<file path="src/rtl/io_port_ctrl_pkg.sv">
// io_pkg: shared states, default widths and bus direction encoding for io_port_ctrl.
package io_pkg;

    localparam int DW_DEF      = 16;
    localparam int AW_DEF      = 2;
    localparam int TIMEOUT_DEF = 255;

    // ext_rw encoding seen by the device
    localparam logic RW_READ  = 1'b0;
    localparam logic RW_WRITE = 1'b1;

    typedef enum logic [2:0] {
        IDLE    = 3'd0,
        SETUP   = 3'd1,
        STROBE  = 3'd2,
        RELEASE = 3'd3,
        DONE    = 3'd4
    } io_state_e;

endpackage

</file>
<file path="src/rtl/io_port_ctrl_timeout_cnt.sv">
// io_timeout_cnt: per-phase watchdog. Loads MAX-1 on clear, counts down while
// enabled, and flags terminal count in the MAX-th enabled cycle after a clear.
module io_timeout_cnt #(
    parameter int MAX = 255
) (
    input  logic clk,
    input  logic reset,
    input  logic clr_i,
    input  logic en_i,
    output logic tc_o
);

    localparam int CW = $clog2(MAX + 1);
    localparam logic [CW-1:0] LOAD = CW'(MAX - 1);

    logic [CW-1:0] cnt_q, cnt_d;

    // next count: reload on clear, decrement while enabled, stick at zero
    always_comb begin
        cnt_d = cnt_q;
        if (clr_i)
            cnt_d = LOAD;
        else if (en_i && cnt_q != '0)
            cnt_d = cnt_q - 1'b1;
    end

    // count register
    always_ff @(posedge clk or posedge reset) begin
        if (reset) cnt_q <= LOAD;
        else       cnt_q <= cnt_d;
    end

    assign tc_o = en_i && (cnt_q == '0);

endmodule

</file>
<file path="src/rtl/io_port_ctrl.sv">
// io_port_ctrl: single-outstanding IN/OUT port controller running a 4-phase
// strobe/ack handshake. Optional per-phase watchdog under `IO_TIMEOUT_EN.
module io_port_ctrl
    import io_pkg::*;
#(
    parameter int DW      = DW_DEF,
    parameter int AW      = AW_DEF,
    parameter int TIMEOUT = TIMEOUT_DEF
) (
    input  logic          clk,
    input  logic          reset,
    input  logic          rd_req,
    input  logic          wr_req,
    input  logic [AW-1:0] port_addr,
    input  logic [DW-1:0] wr_data,
    output logic [DW-1:0] rd_data,
    output logic          busy,
    output logic          done,
    output logic          err,
    output logic          oe,
    output logic [DW-1:0] bus_out,
    input  logic [DW-1:0] bus_in,
    output logic [AW-1:0] ext_addr,
    output logic          ext_rw,
    output logic          ext_strobe,
    input  logic          ext_ack
);

    io_state_e     state_q, state_d;
    logic [AW-1:0] addr_q;
    logic          rw_q;
    logic [DW-1:0] wdata_q;
    logic [DW-1:0] rd_data_q;
    logic          err_q;
    logic          accept;
    logic          tc;
    logic          timeout_hit;

    assign accept = (state_q == IDLE) && (rd_req || wr_req);

`ifdef IO_TIMEOUT_EN
    logic cnt_en;
    assign cnt_en = (state_q == STROBE) || (state_q == RELEASE);

    io_timeout_cnt #(.MAX(TIMEOUT)) u_tmo (
        .clk   (clk),
        .reset (reset),
        .clr_i (state_d != state_q),
        .en_i  (cnt_en),
        .tc_o  (tc)
    );

    // error flag: set when a phase expires, cleared by the next accepted request
    always_ff @(posedge clk or posedge reset) begin
        if (reset)            err_q <= 1'b0;
        else if (accept)      err_q <= 1'b0;
        else if (timeout_hit) err_q <= 1'b1;
    end
`else
    assign tc    = 1'b0;
    assign err_q = 1'b0;
`endif

    // an ack arriving in the terminal cycle still wins over the timeout
    assign timeout_hit = tc && (((state_q == STROBE) && !ext_ack) ||
                                ((state_q == RELEASE) && ext_ack));

    // next-state logic for the handshake sequence
    always_comb begin
        state_d = state_q;
        case (state_q)
            IDLE:    if (accept) state_d = SETUP;
            SETUP:   state_d = STROBE;
            STROBE:  if (ext_ack) state_d = RELEASE;
                     else if (timeout_hit) state_d = DONE;
            RELEASE: if (!ext_ack) state_d = DONE;
                     else if (timeout_hit) state_d = DONE;
            DONE:    state_d = IDLE;
            default: state_d = IDLE;
        endcase
    end

    // state register
    always_ff @(posedge clk or posedge reset) begin
        if (reset) state_q <= IDLE;
        else       state_q <= state_d;
    end

    // request latch (write wins on a double request) and read-data capture
    always_ff @(posedge clk or posedge reset) begin
        if (reset) begin
            addr_q    <= '0;
            rw_q      <= RW_READ;
            wdata_q   <= '0;
            rd_data_q <= '0;
        end else begin
            if (accept) begin
                addr_q  <= port_addr;
                rw_q    <= wr_req ? RW_WRITE : RW_READ;
                wdata_q <= wr_data;
            end
            if (state_q == STROBE && rw_q == RW_READ) begin
                if (ext_ack)          rd_data_q <= bus_in;
                else if (timeout_hit) rd_data_q <= '1;
            end
        end
    end

    assign busy       = ((state_q != IDLE) && (state_q != DONE)) || accept;
    assign done       = (state_q == DONE);
    assign err        = err_q;
    assign ext_strobe = (state_q == STROBE);
    // oe only for writes, so the device never fights us during a read
    assign oe         = (rw_q == RW_WRITE) &&
                        ((state_q == SETUP) || (state_q == STROBE) || (state_q == RELEASE));
    assign bus_out    = wdata_q;
    assign ext_addr   = addr_q;
    assign ext_rw     = rw_q;
    assign rd_data    = rd_data_q;

endmodule

</file>
<file path="config.mk">
export PLATFORM = sky130hd
export DESIGN_NAME = io_port_ctrl
export DESIGN_NICKNAME = d
export VERILOG_FILES = /design/src/rtl/io_port_ctrl_pkg.sv /design/src/rtl/io_port_ctrl_timeout_cnt.sv /design/src/rtl/io_port_ctrl.sv
export SDC_FILE = /design/constraint.sdc
export NUM_CORES = 1
export LEC_CHECK = 0
export CORE_ASPECT_RATIO = 0.75
export CORE_MARGIN = 1
export CORE_UTILIZATION = 39
export CTS_CLUSTER_SIZE = 12
export DETAILED_ROUTE_END_ITERATION = 8
export PLACE_DENSITY = 0.84
export SYNTH_ARGS = -nofsm -noshare
export SYNTH_HDL_FRONTEND = slang
export SYNTH_HIERARCHICAL = 1
export SYNTH_SLANG_ARGS = --single-unit
</file>
<file path="constraint.sdc">
create_clock -name clk -period 1.9 [get_ports clk]
set_input_delay 0.285 -clock clk [delete_from_list [all_inputs] [get_ports clk]]
set_output_delay 0.285 -clock clk [all_outputs]
set_load 0.01 [all_outputs]
</file>
-- Word-level counts from Yosys, hierarchy flattened
Index checks and enable logic that the tools add are counted.
- flip-flop bits (word level): 38
- bits of input ports: 39
- output and inout bits: 40
- eq/ne operators: 8
- mux-type cells: 5
- bitwise operators: 1
- reductions and logical operators: 12
- operator list (operator ; number):
    one-hot mux 3 bit (4 select lines) ; 1
    2-to-1 mux 3 bit ; 3
    equality test 3 x 2 -> 1 bit (second input constant) ; 2
    logical AND 1 bit ; 4
    logical OR 1 bit ; 4
    inequality test 2 bit (second input constant) ; 2
    equality test 3 x 1 -> 1 bit (second input constant) ; 1
    equality test 3 bit (second input constant) ; 1
    logical NOT 3 bit ; 1
    inequality test 3 bit (second input constant) ; 1
    AND reduction 3 bit ; 1
    nonzero test 3 bit ; 1
    inequality test 2 x 1 -> 1 bit (second input constant) ; 1
    AND reduction 2 bit ; 1
    2-to-1 mux 1 bit ; 1
    inverter 1 bit ; 1

-- Logic depth before layout (Yosys ltp)
Gate-level depths: netlist (run 1).
- depth in word-level cells: 4
- mapped depth: 5

-- Worst setup path after synthesis (run 1)
OpenSTA, ideal clock, no wires.
- path type: register -> register
- from: register state_q[1]
- to: register wdata_q[0], in the netlist bus_out[0]
- arrival: 1428 ps
- slack: 348 ps
- stages on the path, launching flop included: 6
- path buffers: 2
- period minus slack after synthesis: 1552 ps
- cell sequence: dfrtp_1 -> nor3_1 -> o21a_1 -> buf_6 -> buf_12 -> mux2_2
- cells in the longest elaborated chain, start to end: 2
- ends and longest elaborated chain (item ; line ; RTL):
    from (decl) ; io_port_ctrl.sv:29 ; io_state_e state_q, state_d;
    from (signal assigned) ; io_port_ctrl.sv:86 ; else state_q <= state_d;
    logical NOT 3 bit ; io_port_ctrl.sv:39 ; assign accept = (state_q == IDLE) && (rd_req || wr_req);
    logical AND 1 bit ; io_port_ctrl.sv:39 ;
    to (signal assigned) ; io_port_ctrl.sv:100 ; wdata_q <= wr_data;
    to (decl) ; io_port_ctrl.sv:32 ; logic [DW-1:0] wdata_q;
No other way between the ends.
A chain may end at the register's enable or synchronous reset.

-- Worst setup path after layout (run 1)
- from: register state_q[0]
- to: output port busy
- cells in the longest elaborated chain, start to end: 3
- elaborated cells on any way between the ends: 6
- classes of those cells: 1 x eq/ne; 5 x reduce/logical
- ends and longest elaborated chain (item ; line ; RTL):
    inequality test 3 bit (tied with other cells) ; io_port_ctrl.sv:109 ; assign busy = ((state_q != IDLE) && (state_q != DONE)) || accept;
    logical AND 1 bit, on equally long branches ; io_port_ctrl.sv:109, io_port_ctrl.sv:39 ;
    logical OR 1 bit (*) ; io_port_ctrl.sv:109 ;
    to (decl) ; io_port_ctrl.sv:17 ; output logic busy,
Mark *: on every way between the ends. The rest lies on a longest branch, timed or not.

==> results of run 1 <==
==> synthesized netlist by cell type (all sizes together) <==
master	count	area, µm²
buf	4	50.1
nand3b	1	20.0
and3b	1	8.76
nor2	1	3.75
and2	1	6.26
inv	1	3.75
nand2	2	7.51
nand2b	1	6.26
nor3b	2	26.3
dfrtp	38	951
a211oi	1	7.51
o21a	1	7.51
conb	1	3.75
mux2	34	424
o21ai	1	5.00
a22o	1	8.76
nor2b	1	6.26
a21oi	1	5.00
nor3	1	5.00
==> flip-flops by register name (all words and copies together) (netlist names) <==
name	flops
bus_out	16
ext_addr	2
ext_rw	1
rd_data	16
state_q	3
==> final cells by class <==
class                      count  area (µm²)  area share [%]
clock buffer                   6        82.6            3.30
tap                           52        65.1            2.60
timing repair buffer          83         823            32.9
inverter                       1        3.75           0.150
sequential                    38         952            38.0
clock inverter                 2        12.5           0.500
multi-input combinational     51         564            22.5
==> how the worst max path moves through the flow <==
stage / end / slack, ns
floorplan: bus_out[0] / 0.35
global placement: busy / 0.08
detailed placement: busy / 0.07
CTS: busy / 0.15
global route: busy / 0.07
finish: busy / 0.17
==> layer usage <==
layer	vias to the layer above	routed length (µm)
met5	-	0
met4	0	36
met2	34	1940
met3	4	198
met1	531	1370
li1	497	-
==> stage by stage <==
step           util [%]  std cells  instance area [µm²]  setup WS [ns]
2_1_floorplan         -         94                 1560          0.348
4_1_cts            67.1        233                 2500          0.151
5_1_grt            67.1        233                 2500         0.0674
3_3_place_gp       64.3        225                 2400         0.0751
3_5_place_dp       64.3        225                 2400         0.0698
6_report           67.1        233                 2500          0.171
==> kinds of logic after synthesis <==
group,after synthesis,share of synthesized area [%]
flip-flops,38,61.1
multiplexers,34,27.3
buffers and inverters,5,3.46
AND/OR/NAND/NOR,11,5.79
AO/OA/AOI/OAI,5,2.17
other,1,0.241
==> placed cells by master, fill, tap and decap left out <==
cell             count
a22o_1               1
o21a_1               1
and2_1               1
buf_4                5
and3b_1              1
nand3b_4             1
nor3_2               1
nor3b_4              1
clkinvlp_4           1
conb_1               1
clkinv_2             1
a211oi_1             1
nor3b_1              1
mux2_2              23
inv_1                1
nand2b_1             1
mux2_4              11
nor2b_1              1
clkbuf_8             6
clkdlybuf4s50_1     73
a21oi_1              1
nor2_4               1
dlygate4sd2_1        4
o21ai_0              1
dfrtp_2              1
dfrtp_1             37
nand2_1              2
buf_12               1
==> worst max-delay path: cells and delay by family, from the launching register on <==
kind	cells	cell delay [ns]
AO/OA/AOI/OAI	1	0.16
buffers and inverters	1	0.26
flip-flops	1	0.46
AND/OR/NAND/NOR	2	0.29
==> power by group <==
group          switching, mW  total [mW]  internal (mW)  leakage [nW]
combinational          0.732        2.07           1.34         0.600
clock                  0.264       0.555          0.291        0.0472
sequential             0.241        1.47           1.23         0.450
==> results by group, run 1 <==
STA
  – Final min period: between 1.5 and 2 ns
  – Fmax: 578 MHz
  – Final hold vios: 0
  – RSZ-0062 raised after global routing: no
  – Skew final: about 0.0054 ns
  – Final setup violation count: 0
  – Worst hold margin: 0.318 ns
  – Final Max Tran Viols: 0
  – Final period util: between 90% and 100%
  – Setup tns final: 0 ns

Worst setup path
  – CP max stage cell: dfrtp_2
  – CP Capture Type: primary output
  – Critical R2R Capture: rd_data[5]
  – CP Launch Point: state_q[0]
  – Worst-case reg-to-reg path depth: 4
  – Critical path required time: roughly 1.6 ns
  – CP Cell Sequence: nor3_2 -> o21a_1 -> nand2b_1 -> dlygate4sd2_1
  – CP max stage delay: about 0.46 ns
  – Maximum fanout along the worst path: 4
  – Setup Crit Path Kind: flip-flop to primary output
  – R2R Setup Slk: around 0.33 ns
  – Crit path DAT: approximately 1.4 ns
  – Reg-to-reg startpoint: state_q[2]
  – CP Launch Type: flip-flop

GRT
  – Met2 Use GR: roughly a third
  – Total grt overflow: 0
  – Met3 usage: under 10%
  – GR Util met1: a little over a fifth
  – Vias in the first global route: between 1,000 and 1,500
  – Initial antenna violation count: 0
  – First-pass GRT wire length: approximately 5.7 mm
  – Largest net degree at the start of global routing: 29
  – Gr usage total: between 10% and 20%
  – Most used routing layer: met2

Pwr
  – P per Cell Area: 1640 nW/µm²
  – Power, Total: 4.10 mW
  – Peak supply drop: between 0.7 and 0.8 mV
  – Leak: ~1.1 nW

Drt
  – 1st-pass router iterations: 4
  – Residual DRC: 0
  – Via count: roughly 1,100
  – Drt wl/cell: between 15 and 20 µm
  – Routed WL: 3.54 mm
  – Initial drt markers: 74
  – Via density: between 4 and 5
  – Antenna violation net count after detailed routing: 0

Clock tree
  – Clock Sinks: 38
  – Post-CTS Hold Fix Bufs: 0
  – Num CTS Buffers: 5
  – Clock Tree Root: clkbuf_8
  – CTS tree: done
  – H-tree Lvls: 2
  – Clk slew on worst S/H paths: 0.07 ns
  – Clock Path Buffers: 2
  – Worst-Skew Late Latency: between 0.2 and 0.3 ns
  – CTS resizes: 8
  – Number of post-CTS setup repair buffers: 0

Yosys
  – Flops & latches, synth: 38
  – Post-synthesis sequential area ratio: 61.1%
  – Syn nets: between 100 and 150
  – Synth cell types: 23
  – Synthesized area: 1560 µm²
  – Synth Warn #: 6
  – Synthesized area per cell: ~17 µm²
  – Syn Inst Count: 94

Floorplan
  – Core footprint: approximately 3700 µm²
  – Chip height: roughly 57 µm
  – # rows: 19
  – DIE WIDTH: 74.9 µm
  – # IOs: a little under 80
  – Die ar.: 4250 µm²
  – Initial Util: between 40% and 50%

Layout
  – Net count, final: about 220
  – Layout fillers: roughly 290
  – Syn-to-layout area delta: 60.9%
  – Share of layout cells above drive strength 1: between 20 and 30%
  – ANT cells: 0

Place
  – Placer Congestion: a little over 0.8
  – HPWL after detailed placement: 2.79 mm
  – Port bufs: 77

Worst hold path
  – Worst hold path class: primary input to asynchronous set/reset pin

Run status
  – Outcome: completed

Run
  – Max-Cap Viols: 0
Power figures use the tool's default switching activity.
==> inputs of run 2 (changes only) <==
--- a/config.mk
+++ b/config.mk
@@ -8,6 +8,7 @@
 export CORE_ASPECT_RATIO = 0.75
 export CORE_MARGIN = 1
 export CORE_UTILIZATION = 39
+export CTS_CLUSTER_DIAMETER = 100
 export CTS_CLUSTER_SIZE = 12
 export DETAILED_ROUTE_END_ITERATION = 8
 export PLACE_DENSITY = 0.84
==> results of run 2 <==
No change in the layout: final DEF, timing and power equal those of run 1.
